<file path="src/rtl/alu_rr_scheduler.sv">
// alu_rr_scheduler: round-robin sharing of one combinational ALU between NUM_REQ requesters.
// Optional op counter output enabled by defining ALU_SCHED_OPCNT_EN.
module alu_rr_scheduler #(
    parameter int unsigned NUM_REQ = 4,
    parameter int unsigned DATA_W  = 4,
    parameter int unsigned OP_W    = 3
) (
    input  logic                      clk,
    input  logic                      rst_n,
    input  logic [NUM_REQ-1:0]        req_valid,
    output logic [NUM_REQ-1:0]        req_ready,
    input  logic [NUM_REQ*DATA_W-1:0] req_a,
    input  logic [NUM_REQ*DATA_W-1:0] req_b,
    input  logic [NUM_REQ*OP_W-1:0]   req_op,
    output logic [NUM_REQ-1:0]        resp_valid,
    input  logic [NUM_REQ-1:0]        resp_ready,
    output logic [DATA_W:0]           resp_data,
    output logic [DATA_W-1:0]         alu_a_out,
    output logic [DATA_W-1:0]         alu_b_out,
    output logic [OP_W-1:0]           alu_sel_out,
    input  logic [DATA_W:0]           alu_y_in,
    output logic                      busy
`ifdef ALU_SCHED_OPCNT_EN
    ,
    output logic [15:0]               op_count
`endif
);

    localparam int unsigned IDX_W = (NUM_REQ > 1) ? $clog2(NUM_REQ) : 1;

    typedef enum logic [1:0] {
        IDLE = 2'd0,
        EXEC = 2'd1,
        RESP = 2'd2
    } state_t;

    state_t           state;
    state_t           state_nxt;
    logic [IDX_W-1:0] ptr;
    logic [IDX_W-1:0] grant;
    logic [IDX_W-1:0] gnt_sel;
    logic             gnt_found;
    int unsigned      cand;

    // Round-robin search: first pending requester at or above ptr, wrapping.
    always_comb begin
        gnt_found = 1'b0;
        gnt_sel   = '0;
        cand      = 0;
        for (int unsigned k = 0; k < NUM_REQ; k++) begin
            cand = (32'(ptr) + k) % NUM_REQ;
            if (!gnt_found && req_valid[IDX_W'(cand)]) begin
                gnt_found = 1'b1;
                gnt_sel   = IDX_W'(cand);
            end
        end
    end

    // Next-state and handshake decode; ready is held low while in reset.
    always_comb begin
        state_nxt  = state;
        req_ready  = '0;
        resp_valid = '0;
        case (state)
            IDLE: begin
                if (rst_n && gnt_found) begin
                    req_ready[gnt_sel] = 1'b1;
                    state_nxt          = EXEC;
                end
            end
            EXEC: state_nxt = RESP;
            RESP: begin
                resp_valid[grant] = 1'b1;
                if (resp_ready[grant]) begin
                    state_nxt = IDLE;
                end
            end
            default: state_nxt = IDLE;
        endcase
    end

    // State register.
    always_ff @(posedge clk) begin
        if (!rst_n) begin
            state <= IDLE;
        end else begin
            state <= state_nxt;
        end
    end

    // Operand capture on grant, result capture after the ALU settles.
    always_ff @(posedge clk) begin
        if (!rst_n) begin
            ptr         <= '0;
            grant       <= '0;
            alu_a_out   <= '0;
            alu_b_out   <= '0;
            alu_sel_out <= '0;
            resp_data   <= '0;
        end else begin
            if (state == IDLE && gnt_found) begin
                alu_a_out   <= req_a[32'(gnt_sel)*DATA_W +: DATA_W];
                alu_b_out   <= req_b[32'(gnt_sel)*DATA_W +: DATA_W];
                alu_sel_out <= req_op[32'(gnt_sel)*OP_W +: OP_W];
                grant       <= gnt_sel;
                ptr         <= (gnt_sel == IDX_W'(NUM_REQ - 1)) ? '0 : gnt_sel + IDX_W'(1);
            end
            if (state == EXEC) begin
                resp_data <= alu_y_in;
            end
        end
    end

    assign busy = (state != IDLE);

`ifdef ALU_SCHED_OPCNT_EN
    // Saturating count of completed response handshakes.
    always_ff @(posedge clk) begin
        if (!rst_n) begin
            op_count <= '0;
        end else if (state == RESP && resp_ready[grant] && op_count != 16'hFFFF) begin
            op_count <= op_count + 16'd1;
        end
    end
`endif

endmodule

</file>
<file path="config.mk">
export PLATFORM = sky130hd
export DESIGN_NAME = alu_rr_scheduler
export DESIGN_NICKNAME = d
export VERILOG_FILES = /design/src/rtl/alu_rr_scheduler.sv
export SDC_FILE = /design/constraint.sdc
export NUM_CORES = 1
export LEC_CHECK = 0
export CAP_MARGIN = 20
export CORE_ASPECT_RATIO = 0.9
export CORE_MARGIN = 2
export CORE_UTILIZATION = 35
export DETAILED_ROUTE_END_ITERATION = 8
export PLACE_DENSITY = 0.74
export SLEW_MARGIN = 25
export SYNTH_ARGS = -nofsm -noshare
export SYNTH_HDL_FRONTEND = slang
export SYNTH_SLANG_ARGS = --single-unit
</file>
<file path="constraint.sdc">
create_clock -name clk -period 1.9 [get_ports clk]
set_input_delay 0.38 -clock clk [delete_from_list [all_inputs] [get_ports clk]]
set_output_delay 0.38 -clock clk [all_outputs]
set_load 0.1 [all_outputs]
</file>
Word-level counts from Yosys, hierarchy flattened
Index checks and enable logic that the tools add are counted.

cells by class
  $mul = 1
  reductions and logical operators = 13
  eq/ne operators = 5
  multiplexer cells = 29
  $add $sub $neg = 4
  shift-type cells = 3
  $lt $le $gt $ge = 8

operators by type and width
  kind                                                  number
  indexed part select 16 x 5 -> 4 bit                   2
  < comparator 2 x 3 -> 1 bit (second input constant)   6
  two-way mux 2 bit                                     7
  two-way mux 4 bit                                     3
  indexed part select 12 x 5 -> 3 bit                   1
  two-way mux 1 bit                                     11
  binary-select mux 1 bit (select 2 bit)                5
  logical AND 1 bit                                     7
  case mux 2 bit (3 select lines)                       1
  adder 2 x 1 -> 2 bit (second input constant)          2
  adder 2 bit (second input constant)                   2
  demux 1 bit (select 2 bit)                            2
  == test 2 bit (second input constant)                 2
  >= comparator 2 x 1 -> 1 bit (second input constant)  2
  multiplier 2 x 2 -> 4 bit (second input constant)     1
  inequality test 2 bit (second input constant)         2
  zero test 1 bit                                       3
  == test 2 x 1 -> 1 bit (second input constant)        1
  zero test 2 bit                                       1
  AND reduction 2 bit                                   1
  nonzero test 2 bit                                    1

storage, ports and cells
  register bits after elaboration = 22
  output and inout port bits = 25

Logic depth before layout (Yosys ltp)
Gate-level depths: netlist of the first run.

  depth after elaboration = 18
  depth in mapped cells = 7
  depth with buffers taken out = 6

Worst setup path after synthesis of the first run
No wires, ideal clock.

  kind = register -> output
  start point = register ptr[1]
  end point = output port req_ready[1]
  data required time = 1.520 ns
  path slack = -2.510 ns
  cell stages (with the launch flop) = 7
  arrival = 4.030 ns
  buffers on the path = 2
  cells stage by stage = dfxtp_1 mux2i_1 nor2_1 or2_1 buf_6 buf_6 nor4_1

between the ends
  cells in the longest elaborated chain, start to end = 18

RTL lines
  element                                                               line  text
  from (decl)                                                           39    logic [IDX_W-1:0] ptr;
  from (signal assigned)                                                106   ptr <= (gnt_sel == IDX_W'(NUM_REQ - 1)) ? '0 : gnt_sel + IDX_W'(1);
  branches (longest 16 deep; another with < comparator 2 x 3 -> 1 bit)  -
  two-way mux 4 bit (*)                                                 66    if (rst_n && gnt_found) begin
  two-way mux 4 bit (*)                                                 64    case (state)
  to (decl)                                                             11    output logic [NUM_REQ-1:0] req_ready,

Mark *: on every way between the ends. The select of a mux whose other input is x is not followed.

Worst setup path in the final report of the first run
  start point = input port req_valid[0]
  end point = output port req_ready[1]

between the ends
  cells in the longest elaborated chain, start to end = 18

RTL lines
  element                                                                                            line  text
  from (decl)                                                                                        10    input logic [NUM_REQ-1:0] req_valid,
  binary-select mux 1 bit (select 2 bit)                                                             52    if (!gnt_found && req_valid[IDX_W'(cand)]) begin
  two-way mux 1 bit (implied by the code)                                                            52
  two-way mux 1 bit                                                                                  52
  zero test 1 bit                                                                                    52
  logical AND 1 bit                                                                                  52
  two-way mux 1 bit                                                                                  52
  zero test 1 bit                                                                                    52
  logical AND 1 bit                                                                                  52
  (+2 left out)                                                                                      -
  logical AND 1 bit                                                                                  52
  two-way mux 2 bit                                                                                  52
  < comparator 2 x 3 -> 1 bit (implied by the code) or >= comparator 2 x 1 -> 1 bit (tied branches)  67    req_ready[gnt_sel] = 1'b1;
  logical AND 1 bit (implied by the code)                                                            67
  two-way mux 1 bit (implied by the code)                                                            67
  demux 1 bit (select 2 bit)                                                                         67
  two-way mux 4 bit (*)                                                                              66
  two-way mux 4 bit (*)                                                                              64

Every way passes the cells marked *; elsewhere a longest branch is shown, timed or not. The select of a mux whose other input is x is not followed.

==> metrics.md, run 1 <==
| Metric | Value |
|---|---|
| Status | `finished, violations left` |
| Failing checks | `negative setup slack` |
| Root buf cell | `clkbuf_8` |
| Xor and xnor area share after synthesis | `0` |
| Worst reg2reg path depth | `9` |
| Clock Skew | `about 0.91 ps` |
| Worst hold path class | `reg -> reg` |
| Via count | `~1600` |
| Max_cap viols | `0` |
| Clock net sink count | `22` |
| Post-synthesis compound-gate area fraction | `0.322` |
| Chain of cells forming the critical path | `clkdlybuf4s15_2, nand2_2, a221o_1, and2_4, nor4_4, buf_12` |
| Final ANT Viol Nets | `0` |
| Post-synth EDFFs | `0` |
| Worst-skew pair later-pin latency | `approximately 260 ps` |
| RSZ-0062 raised after global routing | `yes` |
| Met1 Resource Use GR | `0.233` |
| Total wire length | `4560 um` |
| Max VDD drop | `between 0.0004 and 0.0005 V` |
| FF-to-FF Start | `ptr[0]$_SDFFE_PN0P_` |
| CP peak stage delay | `320 ps` |
| CTS max path bufs | `2` |
| Max-slew violations | `0` |
| Min cycle time layout | `~2100 ps` |
| Die area | `between 4000 and 5000 um^2` |
| Synth area leaders | `dfxtp_1 28%, o221ai_2 18%, o2111a_1 8.0%` |
| Largest family of logic cells by synthesized area | `compound AO/OA/AOI/OAI gates` |
| Crit path from | `req_valid[0]` |
| Ports | `between 80 and 90` |
| Clk slew on worst S/H paths | `80 ps` |
| Post-Synth Adder-Cell Area | `0.00804` |
| CP max-delay cell | `a221o_1` |
| Worst slew pin tran | `416 ps` |
| Final setup fails | `4` |
| Layout cells sized above 1 | `0.382` |
| Global-route wire length before repair | `~7400 um` |
| Yosys reg bits | `22` |
| Placed cell areas | `around 2700 um^2` |
| GRT Total Usage | `0.192` |
| H-tree lvl count | `1` |
| DIE HEIGHT | `slightly below 70 um` |
| Post-Syn Area per Cell | `around 9.2 um^2` |
| Most Crowded Layer GR | `met2` |
| Final Worst Setup Slack | `-203 ps` |
| Drt drc | `0` |
| Synth Area in Simple Gates | `0.211` |
| Top_reg_cell synth | `dfxtp_1` |
| Post-route cell area | `around 2900 um^2` |
| Startpoint Class | `input pin` |
| Core Footprint | `~4200 um^2` |
| Via-to-Cell Ratio | `around 4.8` |
| Commonest non-fill, non-tap cell in the layout | `clkdlybuf4s50_1` |
| Area growth syn-to-layout | `85.2%` |
| CP Class | `in -> out` |
| PwrDens | `between 800 and 900 nW/um^2` |
| CTS tree | `yes` |
| WL per Instance | `13.6 um` |
| GRT overflow | `0` |
| Post-synth top area share | `0.283` |
| WP data required | `1520 ps` |
| Initial antenna violation count | `0` |
| CP Capture Type | `output pin` |
| 1st-iter DRT viols | `28` |
| Tcrit/Tclk final | `1.11` |
| Die W | `between 70 and 80 um` |
| Grt met2 use | `0.357` |
| Vias in the first global route | `~1600` |
| GPL Wtd Cong | `just over 0.7` |
| Worst rel slew slack | `0.723` |
| Hold Vio Cnt, Final | `0` |
| Leak pwr | `roughly 1.2 nW` |
| Synth area leader | `dfxtp_1` |
| Largest net degree at the start of global routing | `23` |
| R2r setup slk | `about 90 ps` |
| FMAX | `between 400 and 500 MHz` |
| R2R Path End | `alu_a_out[3]$_SDFFE_PN0P_` |
| Final HPWL DP | `~3600 um` |
| Met3 Track Usage GR | `0.0254` |
| Most frequent cells in the layout | `54 x clkdlybuf4s50_1, 43 x buf_4, 26 x nand2_1` |
| Cell area after synthesis | `about 1600 um^2` |
| Synth unique cells | `34` |
| Total CTS buffers | `3` |
| Port Buf Inserts | `83` |
| Initial DRT Pass Iterations | `4` |
| WP data arrival | `~1700 ps` |
| Nets | `between 300 and 400` |
| Asr flop ratio synth | `0` |
| CP endpoint | `req_ready[1]` |
| Rows | `22` |
| Post-Synthesis Net Count | `around 230` |
| Starting density of the core | `0.372` |
| Crit-path max FO | `4` |
| N_diodes | `0` |
| Sequential-to-total area share from yosys stat | `0.283` |
| Cells after synthesis | `between 150 and 200` |
| TNS Setup | `-703 ps` |
| Mux cell area share after synthesis | `0.0531` |
| Yosys warns | `0` |
[worst max-delay path: cells and delay by family]
family          cells  cell delay, ps
simple gates        3             580
buf+inv             2             460
compound gates      1             320
[power breakdown]
group | internal, mW | switching, mW
Sequential | 0.537 | 0.0567
Clock | 0.185 | 0.146
Combinational | 0.572 | 0.907
[stage by stage]
step	hold slack [ps]	util	power, mW	setup WS, ps	std cells
after floorplan	468	-	1.59	-594	169
after global placement	480	0.657	2.02	-523	327
after detailed placement	490	0.657	2.04	-566	327
after CTS	516	0.682	2.42	-247	334
after global routing	548	0.689	2.53	-287	335
final	507	0.689	2.40	-203	335
[worst min-delay path by stage]
stage / from / endpoint / slack [ps] / depth (start not counted)
floorplan: ptr[1]$_SDFFE_PN0P_ / ptr[1]$_SDFFE_PN0P_ / 470 / 2
global placement: ptr[1]$_SDFFE_PN0P_ / ptr[1]$_SDFFE_PN0P_ / 480 / 2
detailed placement: ptr[1]$_SDFFE_PN0P_ / ptr[1]$_SDFFE_PN0P_ / 490 / 2
CTS: ptr[1]$_SDFFE_PN0P_ / ptr[1]$_SDFFE_PN0P_ / 520 / 2
global route: ptr[1]$_SDFFE_PN0P_ / ptr[1]$_SDFFE_PN0P_ / 550 / 2
finish: ptr[1]$_SDFFE_PN0P_ / ptr[1]$_SDFFE_PN0P_ / 510 / 2
[registers in the layout, summed over array words and instances (netlist names)]
| name | count |
|---|---|
| alu_sel_out | 3 |
| alu_a_out | 4 |
| alu_b_out | 4 |
| resp_data | 5 |
| ptr | 2 |
| grant | 2 |
| state | 2 |
[synthesized netlist by cell type (2+ instances only)]
library cell,n
nand2_1,28
nand2b_1,3
o221ai_2,19
nor3_1,2
a21oi_1,3
o221ai_1,3
nor2_1,2
mux2i_1,6
dfxtp_1,22
nor2b_1,8
nor3b_1,3
buf_6,7
inv_1,24
o2111a_1,11
o21ai_0,2
or2_1,2
clkbuf_1,6
and2_1,2
[logic make-up after synthesis]
kind of cell             Yosys count
AND/OR/NAND/NOR                   59
adder cells (fa/ha/maj)            1
multiplexers                       7
buffers and inverters             37
AO/OA/AOI/OAI                     43
flip-flops                        22
[cell type report]
type                       count  area (um^2)
clock buffer                   4         55.1
fill                         353         1300
inverter                      24         90.1
sequential                    22          445
tap                           60         75.1
timing repair buffer         115         1170
multi-input combinational    110         1050
[layer usage]
layer | vias to the layer above | part of all wire
met1 | 753 | 0.43
met5 | - | 0
met2 | 36 | 0.53
li1 | 822 | -
met4 | 0 | 0.010
met3 | 4 | 0.033
[what timing repair did]
item | 4_1_cts | 5_1_grt
pin swaps | 3 | 5
gates resized for setup | 15 | 5
setup buffers | 3 | 1
cloned | 0 | 0
endpoints found under the setup margin | 15 | 4
hold buffers | 0 | 0
Power figures use the tool's default switching activity.
==> run 2, diff against run 1 <==
- GPL_ROUTABILITY_DRIVEN: unset -> 0
==> results of run 2 <==
No change in the layout: final DEF, timing and power equal those of run 1.
==> run 3, diff against run 2 <==
- RECOVER_POWER: unset -> 25
==> run 3 against run 2 <==
Net effect:
- cell count unchanged
- largest power group unchanged
- sequential cell count did not move
- critical endpoint unchanged
- largest cell class unchanged
- die area did not move
- the run still ends with negative setup slack left
==> metrics.md, run 3 (synthesis results as in run 1) <==
| Metric | Value |
|---|---|
| CP max-delay cell | `a221o_1 (unchanged)` |
| Via count | `1614 (was 1615)` |
| Length of routed wiring on met1 | `1970 um (about the same)` |
| Largest Register | `resp_data (unchanged)` |
| Ports | `84 (unchanged)` |
| Clk slew on worst S/H paths | `80 ps (about the same)` |
| Status | `finished, violations left (unchanged)` |
| Layout cells sized above 1 | `0.382 (unchanged)` |
| 1st-iter DRT viols | `28 (unchanged)` |
| CTS max path bufs | `2 (unchanged)` |
| Fill cells | `354 (was 353)` |
| Startpoint Class | `input pin (unchanged)` |
| Total CTS buffers | `3 (unchanged)` |
| CP Capture Type | `output pin (unchanged)` |
| CTS tree | `yes (unchanged)` |
| H-tree lvl count | `1 (unchanged)` |
| Via-to-Cell Ratio | `4.82 (about the same)` |
| Post-route cell area | `2870 um^2 (was 2880 um^2)` |
| Total wire length | `4560 um (about the same)` |
| GRT overflow | `0 (unchanged)` |
| Starting density of the core | `0.372 (unchanged)` |
| Most frequent cells in the layout | `54 x clkdlybuf4s50_1, 39 x buf_4, 26 x nand2_1 (was 54 x clkdlybuf4s50_1, 43 x buf_4, 26 x nand2_1)` |
| Leak pwr | `1.22 nW (was 1.23 nW)` |
| Final HPWL DP | `3590 um (unchanged)` |
| WL met3 | `149 um (unchanged)` |
| Final Worst Setup Slack | `-203 ps (unchanged)` |
| Placed cell areas | `2750 um^2 (unchanged)` |
| CP peak stage delay | `320 ps (about the same)` |
| Final ANT Viol Nets | `0 (unchanged)` |
| Worst reg2reg path depth | `9 (unchanged)` |
| Failing checks | `negative setup slack (unchanged)` |
| Root buf cell | `clkbuf_8 (unchanged)` |
| GRT Total Usage | `0.192 (unchanged)` |
| Rows | `22 (unchanged)` |
| CP Class | `in -> out (unchanged)` |
| Global-route wire length before repair | `7420 um (unchanged)` |
| Max Used Layer | `met4 (unchanged)` |
| PwrDens | `833 nW/um^2 (was 834 nW/um^2)` |
| Initial antenna violation count | `0 (unchanged)` |
| Core Footprint | `4180 um^2 (unchanged)` |
| Commonest non-fill, non-tap cell in the layout | `clkdlybuf4s50_1 (unchanged)` |
| Top flop regs | `resp_data (5), alu_a_out (4), alu_b_out (4) (unchanged)` |
| Power consumption | `2.39 mW (was 2.40 mW)` |
| Max VDD drop | `0.000410 V (about the same)` |
| Max_cap viols | `0 (unchanged)` |
| Die W | `74.3 um (unchanged)` |
| Max FFs per register | `5 (unchanged)` |
| Hold-fix buffers at CTS | `0 (unchanged)` |
| WL per Instance | `13.6 um (about the same)` |
| Tcrit/Tclk final | `1.11 (unchanged)` |
| Clock net sink count | `22 (unchanged)` |
| Vias in the first global route | `1620 (unchanged)` |
| Drt drc | `0 (unchanged)` |
| Place WS | `-566 ps (unchanged)` |
| Die area | `5000 um^2 (unchanged)` |
| RSZ-0062 raised after global routing | `yes (unchanged)` |
| Port Buf Inserts | `83 (unchanged)` |
| Hold depth | `2 (unchanged)` |
| N_diodes | `0 (unchanged)` |
| Worst-skew pair later-pin latency | `260 ps (about the same)` |
| WP data required | `1520 ps (about the same)` |
| Worst hold path class | `reg -> reg (unchanged)` |
| Worst rel slew slack | `0.634 (was 0.723)` |
| Crit-path max FO | `4 (unchanged)` |
| Nets | `336 (unchanged)` |
| Chain of cells forming the critical path | `clkdlybuf4s15_2, nand2_2, a221o_1, and2_4, nor4_4, buf_12 (unchanged)` |
| Hold Vio Cnt, Final | `0 (unchanged)` |
| Clock Skew | `0.900 ps (was 0.910 ps)` |
| WP data arrival | `1720 ps (about the same)` |
| Min cycle time layout | `2100 ps (unchanged)` |
| Max-slew violations | `0 (unchanged)` |
| FMAX | `476 MHz (unchanged)` |
| Worst slew pin tran | `551 ps (was 416 ps)` |
| TNS Setup | `-704 ps (was -703 ps)` |
| DIE HEIGHT | `67.3 um (unchanged)` |
| Initial DRT Pass Iterations | `4 (unchanged)` |
| Largest net degree at the start of global routing | `23 (unchanged)` |
| Area growth syn-to-layout | `84.6% (was 85.2%)` |
| Met2 wire len | `2390 um (about the same)` |
| Final setup fails | `4 (unchanged)` |
-- run 3: changes by cell type in the layout (fill, tap and decap cells not counted) --
cell      before  now
buf_4         43   39
clkbuf_2       0    4
-- run 3: worst paths after layout --
kind,start,to,slack [ps]
worst max-delay path,req_valid[0],req_ready[1],-200
worst min-delay path,ptr[1]$_SDFFE_PN0P_,ptr[1]$_SDFFE_PN0P_,510
worst max register to register,ptr[0]$_SDFFE_PN0P_,alu_a_out[3]$_SDFFE_PN0P_,90
worst min register to register,ptr[1]$_SDFFE_PN0P_,ptr[1]$_SDFFE_PN0P_,510
-- run 3: cell type report --
cell class,count,area [um^2],area share
clock buffer,4,55.1,0.0192
tap,60,75.1,0.0261
sequential,22,445,0.155
inverter,24,90.1,0.0314
timing repair buffer,115,1160,0.404
multi-input combinational,110,1050,0.365
-- run 3: per-layer routing --
layer	track usage	vias to the layer above
li1	-	822
met1	0.233	752
met2	0.357	36
met3	0.0254	4
met4	0.0469	0
met5	0	-
-- run 3: timing repair --
item,4_1_cts,5_1_grt
endpoints found under the setup margin,15,4
pin swaps,3,5
setup buffers,3,1
resized for setup,15,5
hold endpoints to repair,0,0
-- run 3: critical path, delay by kind of cell --
family,cells,cell delay [ps]
compound gates,1,320
buf+inv,2,460
simple gates,3,580
-- run 3: report_power, final --
part / total (mW) / switching, mW / internal [mW]
clock network: 0.331 / 0.146 / 0.185
registers: 0.594 / 0.0565 / 0.537
logic: 1.47 / 0.907 / 0.562
-- run 3: per-stage QoR --
| stage | util | hold slack (ps) | std cells |
|---|---|---|---|
| 6_report | 0.687 | 507 | 335 |
| 5_1_grt | 0.687 | 548 | 335 |
| 3_5_place_dp | 0.657 | 490 | 327 |
| 3_3_place_gp | 0.657 | 480 | 327 |
| 4_1_cts | 0.682 | 516 | 334 |
| 2_1_floorplan | - | 468 | 169 |
